File: src/rtl/fp_accum_pipe.sv
// fp_accum_pipe: multi-lane, 3-stage pipelined adder, FP32 A + narrow B -> FP32.
//   B is sign + 8-bit exponent + B_MAN_W-bit fraction (bf16 by default).
//   Per-lane accumulate mode replaces A with the lane accumulator (or +0).
// Ports:
//   clk, rst            clock, asynchronous active-high reset
//   in_valid/in_ready   input beat handshake
//   in_a, in_b          per-lane operands (lane i at [W*i +: W])
//   acc_mode, acc_first beat qualifiers, sampled with the beat
//   out_valid/out_ready result handshake
//   out_data            per-lane FP32 sum
//   acc_data            per-lane accumulator
//   dbg_state           accumulate FSM state (0 = IDLE, 1 = BUSY)
// Handshake: a beat transfers on a rising edge where valid & ready are both 1;
//   valid never depends on ready, and data is held stable while valid & !ready.
module fp_accum_pipe #(
  parameter int LANES   = 4,
  parameter int B_MAN_W = 7
) (
  input  logic                       clk,
  input  logic                       rst,
  input  logic                       in_valid,
  output logic                       in_ready,
  input  logic [LANES*32-1:0]        in_a,
  input  logic [LANES*(9+B_MAN_W)-1:0] in_b,
  input  logic                       acc_mode,
  input  logic                       acc_first,
  output logic                       out_valid,
  input  logic                       out_ready,
  output logic [LANES*32-1:0]        out_data,
  output logic [LANES*32-1:0]        acc_data,
  output logic                       dbg_state
);
  localparam int BW = 9 + B_MAN_W;

  typedef enum logic {ST_IDLE = 1'b0, ST_BUSY = 1'b1} acc_state_t;
  acc_state_t r_state, w_state_nxt;

  logic w_advance, w_accept, w_retire;
  logic r_v1, r_v2, r_v3;
  logic r_acc1, r_acc2, r_acc3;

  // One global stall: every stage moves together when the output is free.
  assign w_advance = !r_v3 | out_ready;
  assign w_accept  = in_valid & in_ready;
  assign w_retire  = r_v3 & out_ready;
  assign out_valid = r_v3;
  assign dbg_state = r_state;

  // Accumulate FSM: blocks new beats while an acc beat is in flight so the
  // next one reads the written-back accumulator.
  always_ff @(posedge clk or posedge rst) begin
    if (rst) r_state <= ST_IDLE;
    else     r_state <= w_state_nxt;
  end

  always_comb begin
    w_state_nxt = r_state;
    case (r_state)
      ST_IDLE: if (w_accept && acc_mode) w_state_nxt = ST_BUSY;
      ST_BUSY: if (w_retire && r_acc3)   w_state_nxt = ST_IDLE;
      default: w_state_nxt = ST_IDLE;
    endcase
  end

  always_comb begin
    in_ready = w_advance && (r_state == ST_IDLE);
  end

  always_ff @(posedge clk or posedge rst) begin
    if (rst) begin
      r_v1 <= 1'b0; r_v2 <= 1'b0; r_v3 <= 1'b0;
      r_acc1 <= 1'b0; r_acc2 <= 1'b0; r_acc3 <= 1'b0;
    end else if (w_advance) begin
      r_v1   <= w_accept;
      r_acc1 <= w_accept & acc_mode;
      r_v2   <= r_v1;
      r_acc2 <= r_acc1;
      r_v3   <= r_v2;
      r_acc3 <= r_acc2;
    end
  end

  for (genvar g = 0; g < LANES; g++) begin : g_lane
    logic [31:0]   r_acc;
    logic [31:0]   w_a;
    logic [BW-1:0] w_b;
    logic          w_sa, w_sb;
    logic [7:0]    w_ea, w_eb, w_xa, w_xb, w_e_big, w_e_sml, w_diff;
    logic [22:0]   w_fa, w_fb;
    logic [23:0]   w_ma, w_mb, w_m_big, w_m_sml;
    logic          w_a_big, w_nan_a, w_nan_b, w_inf_a, w_inf_b, w_spec;
    logic [31:0]   w_spec_val;
    logic [4:0]    w_sh;
    logic [49:0]   w_wide;
    logic [26:0]   w_aln;
    // S1 registers
    logic          r1_sign, r1_sub, r1_spec;
    logic [7:0]    r1_exp;
    logic [26:0]   r1_big, r1_sml;
    logic [31:0]   r1_spec_val;
    // S2 registers
    logic [27:0]   w_sum;
    logic          r2_sign, r2_spec;
    logic [7:0]    r2_exp;
    logic [27:0]   r2_sum;
    logic [31:0]   r2_spec_val;
    // S3
    logic [4:0]    w_lz, w_shl;
    logic [9:0]    w_exp_m1, w_exp_n, w_exp_f;
    logic [26:0]   w_norm;
    logic          w_inc;
    logic [24:0]   w_rnd;
    logic [22:0]   w_frac;
    logic [31:0]   w_res, r3_res;

    // S1: unpack, specials, compare, align (mantissa | guard | round | sticky)
    always_comb begin
      w_a  = acc_mode ? (acc_first ? 32'd0 : r_acc) : in_a[g*32 +: 32];
      w_b  = in_b[g*BW +: BW];
      w_sa = w_a[31];
      w_ea = w_a[30:23];
      w_fa = w_a[22:0];
      w_sb = w_b[BW-1];
      w_eb = w_b[BW-2 -: 8];
      w_fb = 23'(w_b[B_MAN_W-1:0]) << (23 - B_MAN_W);
      w_xa = (w_ea == 8'd0) ? 8'd1 : w_ea;
      w_xb = (w_eb == 8'd0) ? 8'd1 : w_eb;
      w_ma = {w_ea != 8'd0, w_fa};
      w_mb = {w_eb != 8'd0, w_fb};
      w_a_big = {w_xa, w_ma} >= {w_xb, w_mb};
      w_e_big = w_a_big ? w_xa : w_xb;
      w_e_sml = w_a_big ? w_xb : w_xa;
      w_m_big = w_a_big ? w_ma : w_mb;
      w_m_sml = w_a_big ? w_mb : w_ma;
      w_diff  = w_e_big - w_e_sml;
      // Shifts of 26 or more all collapse into the sticky bit.
      w_sh    = (w_diff >= 8'd26) ? 5'd26 : w_diff[4:0];
      w_wide  = {w_m_sml, 26'd0} >> w_sh;
      w_aln   = {w_wide[49:24], |w_wide[23:0]};
      w_nan_a = (w_ea == 8'hFF) && (w_fa != 23'd0);
      w_nan_b = (w_eb == 8'hFF) && (w_fb != 23'd0);
      w_inf_a = (w_ea == 8'hFF) && (w_fa == 23'd0);
      w_inf_b = (w_eb == 8'hFF) && (w_fb == 23'd0);
      w_spec  = w_nan_a | w_nan_b | w_inf_a | w_inf_b;
      if (w_nan_a || w_nan_b || (w_inf_a && w_inf_b && (w_sa != w_sb)))
        w_spec_val = 32'h7FC00000;
      else if (w_inf_a)
        w_spec_val = {w_sa, 31'h7F800000};
      else
        w_spec_val = {w_sb, 31'h7F800000};
    end

    // S2: magnitude add/sub; big >= small so the result is never negative.
    always_comb begin
      if (r1_sub) w_sum = {1'b0, r1_big} - {1'b0, r1_sml};
      else        w_sum = {1'b0, r1_big} + {1'b0, r1_sml};
    end

    // S3: normalise (left shift limited so exponent never drops below 1),
    // round to nearest even, pack.
    always_comb begin
      w_lz = 5'd27;
      for (int i = 0; i < 27; i++) if (r2_sum[i]) w_lz = 5'(26 - i);
      w_exp_m1 = {2'b0, r2_exp} - 10'd1;
      w_shl    = 5'd0;
      if (r2_sum[27]) begin
        w_norm  = {r2_sum[27:2], r2_sum[1] | r2_sum[0]};
        w_exp_n = {2'b0, r2_exp} + 10'd1;
      end else begin
        w_shl   = ({5'd0, w_lz} > w_exp_m1) ? w_exp_m1[4:0] : w_lz;
        w_norm  = r2_sum[26:0] << w_shl;
        w_exp_n = {2'b0, r2_exp} - {5'd0, w_shl};
      end
      w_inc = w_norm[2] & (w_norm[1] | w_norm[0] | w_norm[3]);
      w_rnd = {1'b0, w_norm[26:3]} + {24'd0, w_inc};
      if (w_rnd[24]) begin
        w_exp_f = w_exp_n + 10'd1;
        w_frac  = 23'd0;
      end else begin
        // Without the hidden bit the value is subnormal: exponent field 0.
        w_exp_f = w_rnd[23] ? w_exp_n : 10'd0;
        w_frac  = w_rnd[22:0];
      end
      if (w_exp_f >= 10'd255) w_res = {r2_sign, 31'h7F800000};
      else                    w_res = {r2_sign, w_exp_f[7:0], w_frac};
      if (r2_spec) w_res = r2_spec_val;
    end

    always_ff @(posedge clk or posedge rst) begin
      if (rst) begin
        r1_sign <= 1'b0; r1_sub <= 1'b0; r1_spec <= 1'b0; r1_exp <= 8'd0;
        r1_big <= 27'd0; r1_sml <= 27'd0; r1_spec_val <= 32'd0;
        r2_sign <= 1'b0; r2_spec <= 1'b0; r2_exp <= 8'd0;
        r2_sum <= 28'd0; r2_spec_val <= 32'd0;
        r3_res <= 32'd0;
      end else if (w_advance) begin
        r1_sign     <= w_a_big ? w_sa : w_sb;
        r1_sub      <= w_sa ^ w_sb;
        r1_spec     <= w_spec;
        r1_exp      <= w_e_big;
        r1_big      <= {w_m_big, 3'b000};
        r1_sml      <= w_aln;
        r1_spec_val <= w_spec_val;
        // Exact cancellation of opposite signs is +0.
        r2_sign     <= (r1_sub && (w_sum == 28'd0)) ? 1'b0 : r1_sign;
        r2_spec     <= r1_spec;
        r2_exp      <= r1_exp;
        r2_sum      <= w_sum;
        r2_spec_val <= r1_spec_val;
        r3_res      <= w_res;
      end
    end

    always_ff @(posedge clk or posedge rst) begin
      if (rst)                    r_acc <= 32'd0;
      else if (w_retire && r_acc3) r_acc <= r3_res;
    end

    assign out_data[g*32 +: 32] = r3_res;
    assign acc_data[g*32 +: 32] = r_acc;
  end
endmodule

File: config.mk
export PLATFORM = sky130hd
export DESIGN_NAME = fp_accum_pipe
export DESIGN_NICKNAME = d
export VERILOG_FILES = /design/src/rtl/fp_accum_pipe.sv
export SDC_FILE = /design/constraint.sdc
export NUM_CORES = 2
export LEC_CHECK = 0
export BUFFER_PORTS_ARGS = -buffer_cell sky130_fd_sc_hd__buf_2
export CORE_MARGIN = 2
export CORE_UTILIZATION = 30
export DETAILED_ROUTE_END_ITERATION = 10
export HOLD_SLACK_MARGIN = 0.02
export PLACE_DENSITY = 0.42
export SYNTH_ARGS = -nofsm -noshare
export SYNTH_HDL_FRONTEND = slang
export SYNTH_SLANG_ARGS = --single-unit
File: constraint.sdc
create_clock -name clk -period 50.3 [get_ports clk]
set_clock_uncertainty 0.05 [all_clocks]
set_input_delay 7.545 -clock clk [delete_from_list [all_inputs] [get_ports clk]]
set_output_delay 7.545 -clock clk [all_outputs]
set_load 0.05 [all_outputs]
## Yosys cells after proc, flatten, opt, wreduce, memory -nomap -nowiden

Index checks and enable logic that the tools add are counted.

| word-level totals | value |
|---|---|
| latch bits | 0 |
| input bits | 198 |
| bits in writable memories | 0 |
| output and inout port bits | 259 |
| register bits after elaboration | 919 |
| ROM bits | 0 |
| memories | 0 |
| word-level logic and storage cells | 447 |

| cells by class | value |
|---|---|
| multiply operators | 0 |
| equality and inequality tests | 12 |
| reductions and logical operators | 80 |
| magnitude comparators | 16 |
| multiplexer cells | 199 |
| bitwise gates (word level) | 37 |
| shift-type cells | 8 |
| add/subtract/negate cells | 32 |
| divide/modulo/power cells | 0 |

Operator list:

| kind | number |
|---|---|
| $mux 32 | 20 |
| $mux 5 | 112 |
| $shr 50x5->50 | 4 |
| $mux 24 | 8 |
| $logic_not 23->1 | 8 |
| $reduce_bool 23->1 | 8 |
| $ge 32x32->1 | 4 |
| $mux 8 | 16 |
| $mux 31 | 4 |
| $mux 10 | 12 |
| $add 27x27->28 | 4 |
| $logic_not 28->1 | 4 |
| $mux 28 | 4 |
| $sub 27x27->28 | 4 |
| $mux 27 | 4 |
| $shl 27x5->27 | 4 |
| $add 24x1->25 | 4 |
| $reduce_or 24->1 | 4 |
| $mux 23 | 4 |
| $eq 8x8->1 const B | 8 |
| $logic_not 8->1 | 8 |
| $reduce_bool 8->1 | 8 |
| $add 10x1->10 const B | 4 |
| $ge 10x8->1 const B | 4 |
| 16 further kinds | 120 |

## Longest topological paths before layout

| logic depth | value |
|---|---|
| depth in word-level cells | 40 |
| gate-level depth with buffers | 39 |
| depth with buffers taken out | 33 |

## Worst setup path before layout

OpenSTA, ideal clock, no wires.

| timing | value |
|---|---|
| path kind | in2out |
| start point | in out_ready |
| end point | out in_ready |
| data required time | 42.705 ns |
| data arrival time | 9.101 ns |
| cell stages on the path | 6 |
| buffers on the path | 4 |
| slack | 33.604 ns |
| cell sequence | nor2b_1 clkbuf_1 clkbuf_1 clkbuf_1 clkbuf_1 nor2_1 |

| on the way | value |
|---|---|
| longest elaborated chain between the ends | 2 |

RTL lines:

| what | RTL line | text |
|---|---|---|
| start, declared | 28 | `input logic out_ready,` |
| $or 1x1->1 | 43 | `assign w_advance = !r_v3 \| out_ready;` |
| $logic_and 1x1->1 | 66 | `in_ready = w_advance && (r_state == ST_IDLE);` |
| end, declared | 22 | `output logic in_ready,` |

No other way between the ends.

## Final worst setup path

| timing | value |
|---|---|
| start point | in acc_mode |
| end point | reg g_lane[0].r1_sml[0] |

| on the way | value |
|---|---|
| longest elaborated chain between the ends | 10 |
| elaborated cells between the ends (all ways) | 13 |

RTL lines:

| what | RTL line | text |
|---|---|---|
| start, declared | 25 | `input logic acc_mode,` |
| $mux 32 (*) | 118 | `w_a = acc_mode ? (acc_first ? 32'd0 : r_acc) : in_a[g*32 +: 32];` |
| $logic_not 8->1 | 126 | `w_xa = (w_ea == 8'd0) ? 8'd1 : w_ea;` |
| $mux 8 | 126 |  |
| $ge 32x32->1 | 130 | `w_a_big = {w_xa, w_ma} >= {w_xb, w_mb};` |
| $mux 8, on equally long branches | 131, 132 |  |
| $sub 8x8->8 | 135 | `w_diff = w_e_big - w_e_sml;` |
| $ge 8x5->1 | 137 | `w_sh = (w_diff >= 8'd26) ? 5'd26 : w_diff[4:0];` |
| $mux 5 | 137 |  |
| $shr 50x5->50 (*) | 138 | `w_wide = {w_m_sml, 26'd0} >> w_sh;` |
| $reduce_or 24->1 (*) | 139 | `w_aln = {w_wide[49:24], \|w_wide[23:0]};` |
| end signal, assigned | 202 | `r1_sml <= w_aln;` |
| end, declared | 99 | `logic [26:0] r1_big, r1_sml;` |

Mark *: on every way between the ends. The rest lies on a longest branch, timed or not.
A chain may end at the register's enable or synchronous reset.

==> run_results.csv <==
group,metric,value,unit
cts,numCtsBuffers,90,
sta,hold_ws,0.411,ns
place,hpwl,220000,um
floorplanning,die_h,462,um
routing,dr.pass1.iters,6,
sta,hold_viol,0,
place,place_ws,33.16,ns
routing,met1_length,130000,um
routing,top_layer_used,"met5",
min_path,hold_class,"flop to flop",
setup_path,critPathRequiredTime,50.87,ns
power_and_ir_drop,swShare,55.2,%
run,cap_violations,0,
logic_synthesis,syn_avg_cell_area,7.83,sq um
routing,met3_length,15700,um
floorplanning,core_area,0.209,sq mm
sta,worst_slew_pin_slew,1.32,ns
sta,relSlewSlack,11.3,%
global_route,grtUsageTotal,25.8,%
routing,drt_iter0_markers,6204,
layout,fin_nets,8709,
routing,wl_per_cell,25.8,um
cts,cts_resized,0,
logic_synthesis,yosys-top-cells-count,"nand2_1, dfrtp_1, nor2_1",
logic_synthesis,ys_ff_latch,681,
floorplanning,start_util,30.1,%
cts,cts.clk_slew.worst_paths,0.05,ns
logic_synthesis,synth_top_area_share,27.1,%
floorplanning,ios,457,
routing,drc_errors,0,
power_and_ir_drop,intPower,2.20,mW
routing,wl_met2,129000,um
routing,wl,285000,um
power_and_ir_drop,p_clk_share,13.9,%
sta,finalCritPeriodShare,32.8,%
cts,cts_hold_buf,0,
logic_synthesis,synth_flop_cell,"dfrtp_1",
power_and_ir_drop,peakVddDrop,47.9,uV
routing,final_antenna_net_count,0,
place,io_buffer_count,456,
power_and_ir_drop,pwr-share-seq,22.4,%
cts,cts_setup_buffers,0,
power_and_ir_drop,power_switching,2.71,mW
logic_synthesis,synth_seq_area_share,27.1,%
layout,drive_gt1_share,12.8,%
power_and_ir_drop,leakage,30.6,nW
layout,fillerInstances,22488,
logic_synthesis,synth.distinct_cells,115,
cts,htree_levels,3,
layout,multi_input_area,0.0421,sq mm
cts,cts.sinks,681,
sta,fmax,60.5,MHz
logic_synthesis,synth_top_area_cell,"dfrtp_1",
logic_synthesis,synth_edf_count,0,
sta,setup_viol,0,
logic_synthesis,yosysMostFrequentCell,"nand2_1",
outcome,status,"completed",
logic_synthesis,synth_area,0.0629,sq mm
global_route,grt_max_degree,170,
sta,final-max-slew-violation-count,0,
floorplanning,die_area,0.213,sq mm
sta,layout_setup_ws,33.78,ns
sta,fin_crit,16.52,ns
logic_synthesis,synth_cells,8025,
setup_path,crit_type,"input pin to flop",
layout,syn2layout_area_growth,12.6,%
floorplanning,num_rows,168,
min_path,hold_depth,2,
sta,rsz0062_at_grt,"no",
sta,setup_tns,0,ns
setup_path,crit_arrival,17.09,ns
cts,tritoncts,"yes",
logic_synthesis,async_flop_share,100,%
place,gp_congestion,0.935,
cts,cts_buffer_depth,3,
logic_synthesis,syn_nets,8563,
global_route,overflow,0,
routing,routed_via_density,5.86,
global_route,grt_pass1_vias,62056,
setup_path,cp-end-kind,"flop",
routing,vias,64710,
cts,clock-root-buffer,"clkbuf_16",
power_and_ir_drop,comb_power_share,63.7,%
cts,clk_latency,0.73,ns
layout,final-seq-area,0.0170,sq mm
global_route,grt_antenna_before_repair,27,
setup_path,cp-start-kind,"input pin",
logic_synthesis,synth_area_leaders,"dfrtp_1, ha_1, nand2_1",
setup_path,path_max_fanout,54,
global_route,grt_pass1_wl,421000,um
logic_synthesis,yosys_warnings,0,
power_and_ir_drop,power_density,69.4,mW/mm^2
floorplanning,die_x,462,um
setup_path,rr_worst_depth,28,
-- worst paths after layout --
kind                                            from                   endpoint  slack (ns)
min in group asynchronous                        rst        g_lane[1].r_acc[14]        6.80
max in group asynchronous                        rst        g_lane[2].r1_sml[4]       41.25
min                        g_lane[3].r2_spec_val[22]  g_lane[3].r2_spec_val[22]        0.41
max reg2reg                      g_lane[0].r2_sum[2]        g_lane[0].r3_res[4]       40.63
min reg2reg                g_lane[3].r2_spec_val[22]  g_lane[3].r2_spec_val[22]        0.41
max                                         acc_mode        g_lane[0].r1_sml[0]       33.78
-- critical path, stage by stage --
cell       delay (ns)
buf_4            0.57
inv_6            0.40
buf_4            0.43
a2bb2oi_1        0.45
inv_1            0.15
or4_1            0.64
nand2_1          0.17
ha_1             0.38
nand4_1          0.18
nor3_1           0.29
o21a_1           0.16
a41oi_1          0.07
a32oi_4          0.73
mux2i_1          0.33
ha_1             0.32
and3_1           0.19
o21ai_0          0.15
a31oi_1          0.11
nor4_2           0.51
nand3_1          0.75
nor3_1           1.20
a22oi_1          0.23
o311ai_0         0.37
nor4_1           0.17
o2111ai_1        0.18
o31ai_1          0.10
a31oi_1          0.20
-- power groups by stage --
| stage | sequential (mW) | clock (mW) | combinational, mW |
|---|---|---|---|
| 2_1_floorplan | 1.21 | 0 | 1.97 |
| 3_3_place_gp | 1.11 | 0 | 3.08 |
| 3_5_place_dp | 1.11 | 0 | 3.08 |
| 4_1_cts | 1.10 | 0.707 | 3.10 |
| 5_1_grt | 1.12 | 0.725 | 3.39 |
| 6_report | 1.10 | 0.685 | 3.13 |
-- layout by cell type, fill, tap and decap left out, types with 66 or more instances in the layout --
master     netlist  final
nand2_1       1050   1050
dfrtp_1        681    680
nor2_1         644    642
a21oi_1        516    515
o21ai_0        476    476
buf_2           72    454
inv_1          433    432
ha_1           332    332
mux2i_1        265    264
nor3_1         202    201
nand3_1        198    197
a211oi_1       188    188
mux2_2         173    173
xnor2_1        164    164
o31ai_1        160    160
buf_4           10    133
nor4_1         132    127
a22oi_1        114    114
xor2_1         100    100
clkbuf_16        0     95
o22ai_1         92     92
o211ai_1        86     86
a31oi_1         79     79
nand4_1         75     75
a21o_1          66     66
-- cells by family (layout without fill, tap and decap cells) --
group	count (synthesis)	count (layout)	share of synthesized area (%)
AOI/OAI and AO/OA	2554	2554	27.8
xor gates and xnor gates	264	264	3.68
adders and majority gates	341	341	6.88
buffers and inverters	986	1201	6.16
DFF	681	681	27.1
muxes	463	463	8.19
other	0	5	0
and+or+nand+nor	2736	2736	20.2
-- state kept, by name (all words and copies together), names as in the netlist, 9 cells and up --
register,flops
g_lane.r1_big,96
g_lane.r1_exp,32
g_lane.r1_sml,108
g_lane.r1_spec_val,9
g_lane.r2_exp,32
g_lane.r2_spec_val,9
g_lane.r2_sum,112
g_lane.r3_res,128
g_lane.r_acc,128
-- per-stage QoR --
stage          cell area (sq um)  util, %  instances  total power, mW
2_1_floorplan              62900        -       8025             3.18
3_3_place_gp               67700     32.4      10883             4.19
3_5_place_dp               67700     32.4      10883             4.19
4_1_cts                    70800     33.9      11044             4.90
5_1_grt                    70800     33.9      11048             5.23
6_report                   70800     33.9      11050             4.91
-- cell type report --
cell class,count,area share (%)
Multi-Input combinational cell,6358,59.4
Clock buffer,126,3.75
Sequential cell,681,24.1
Inverter,447,2.39
Antenna cell,5,0.0177
Clock inverter,35,0.589
Timing Repair Buffer,593,4.77
Tap cell,2805,4.96
-- metal layers --
layer | track usage (%) | vias up
met5 | 0 | -
met4 | 8.25 | 6
met3 | 3.40 | 431
met2 | 41.1 | 2208
met1 | 35.9 | 32046
li1 | - | 30019
Note: power is estimated with default switching activity, not from simulation.
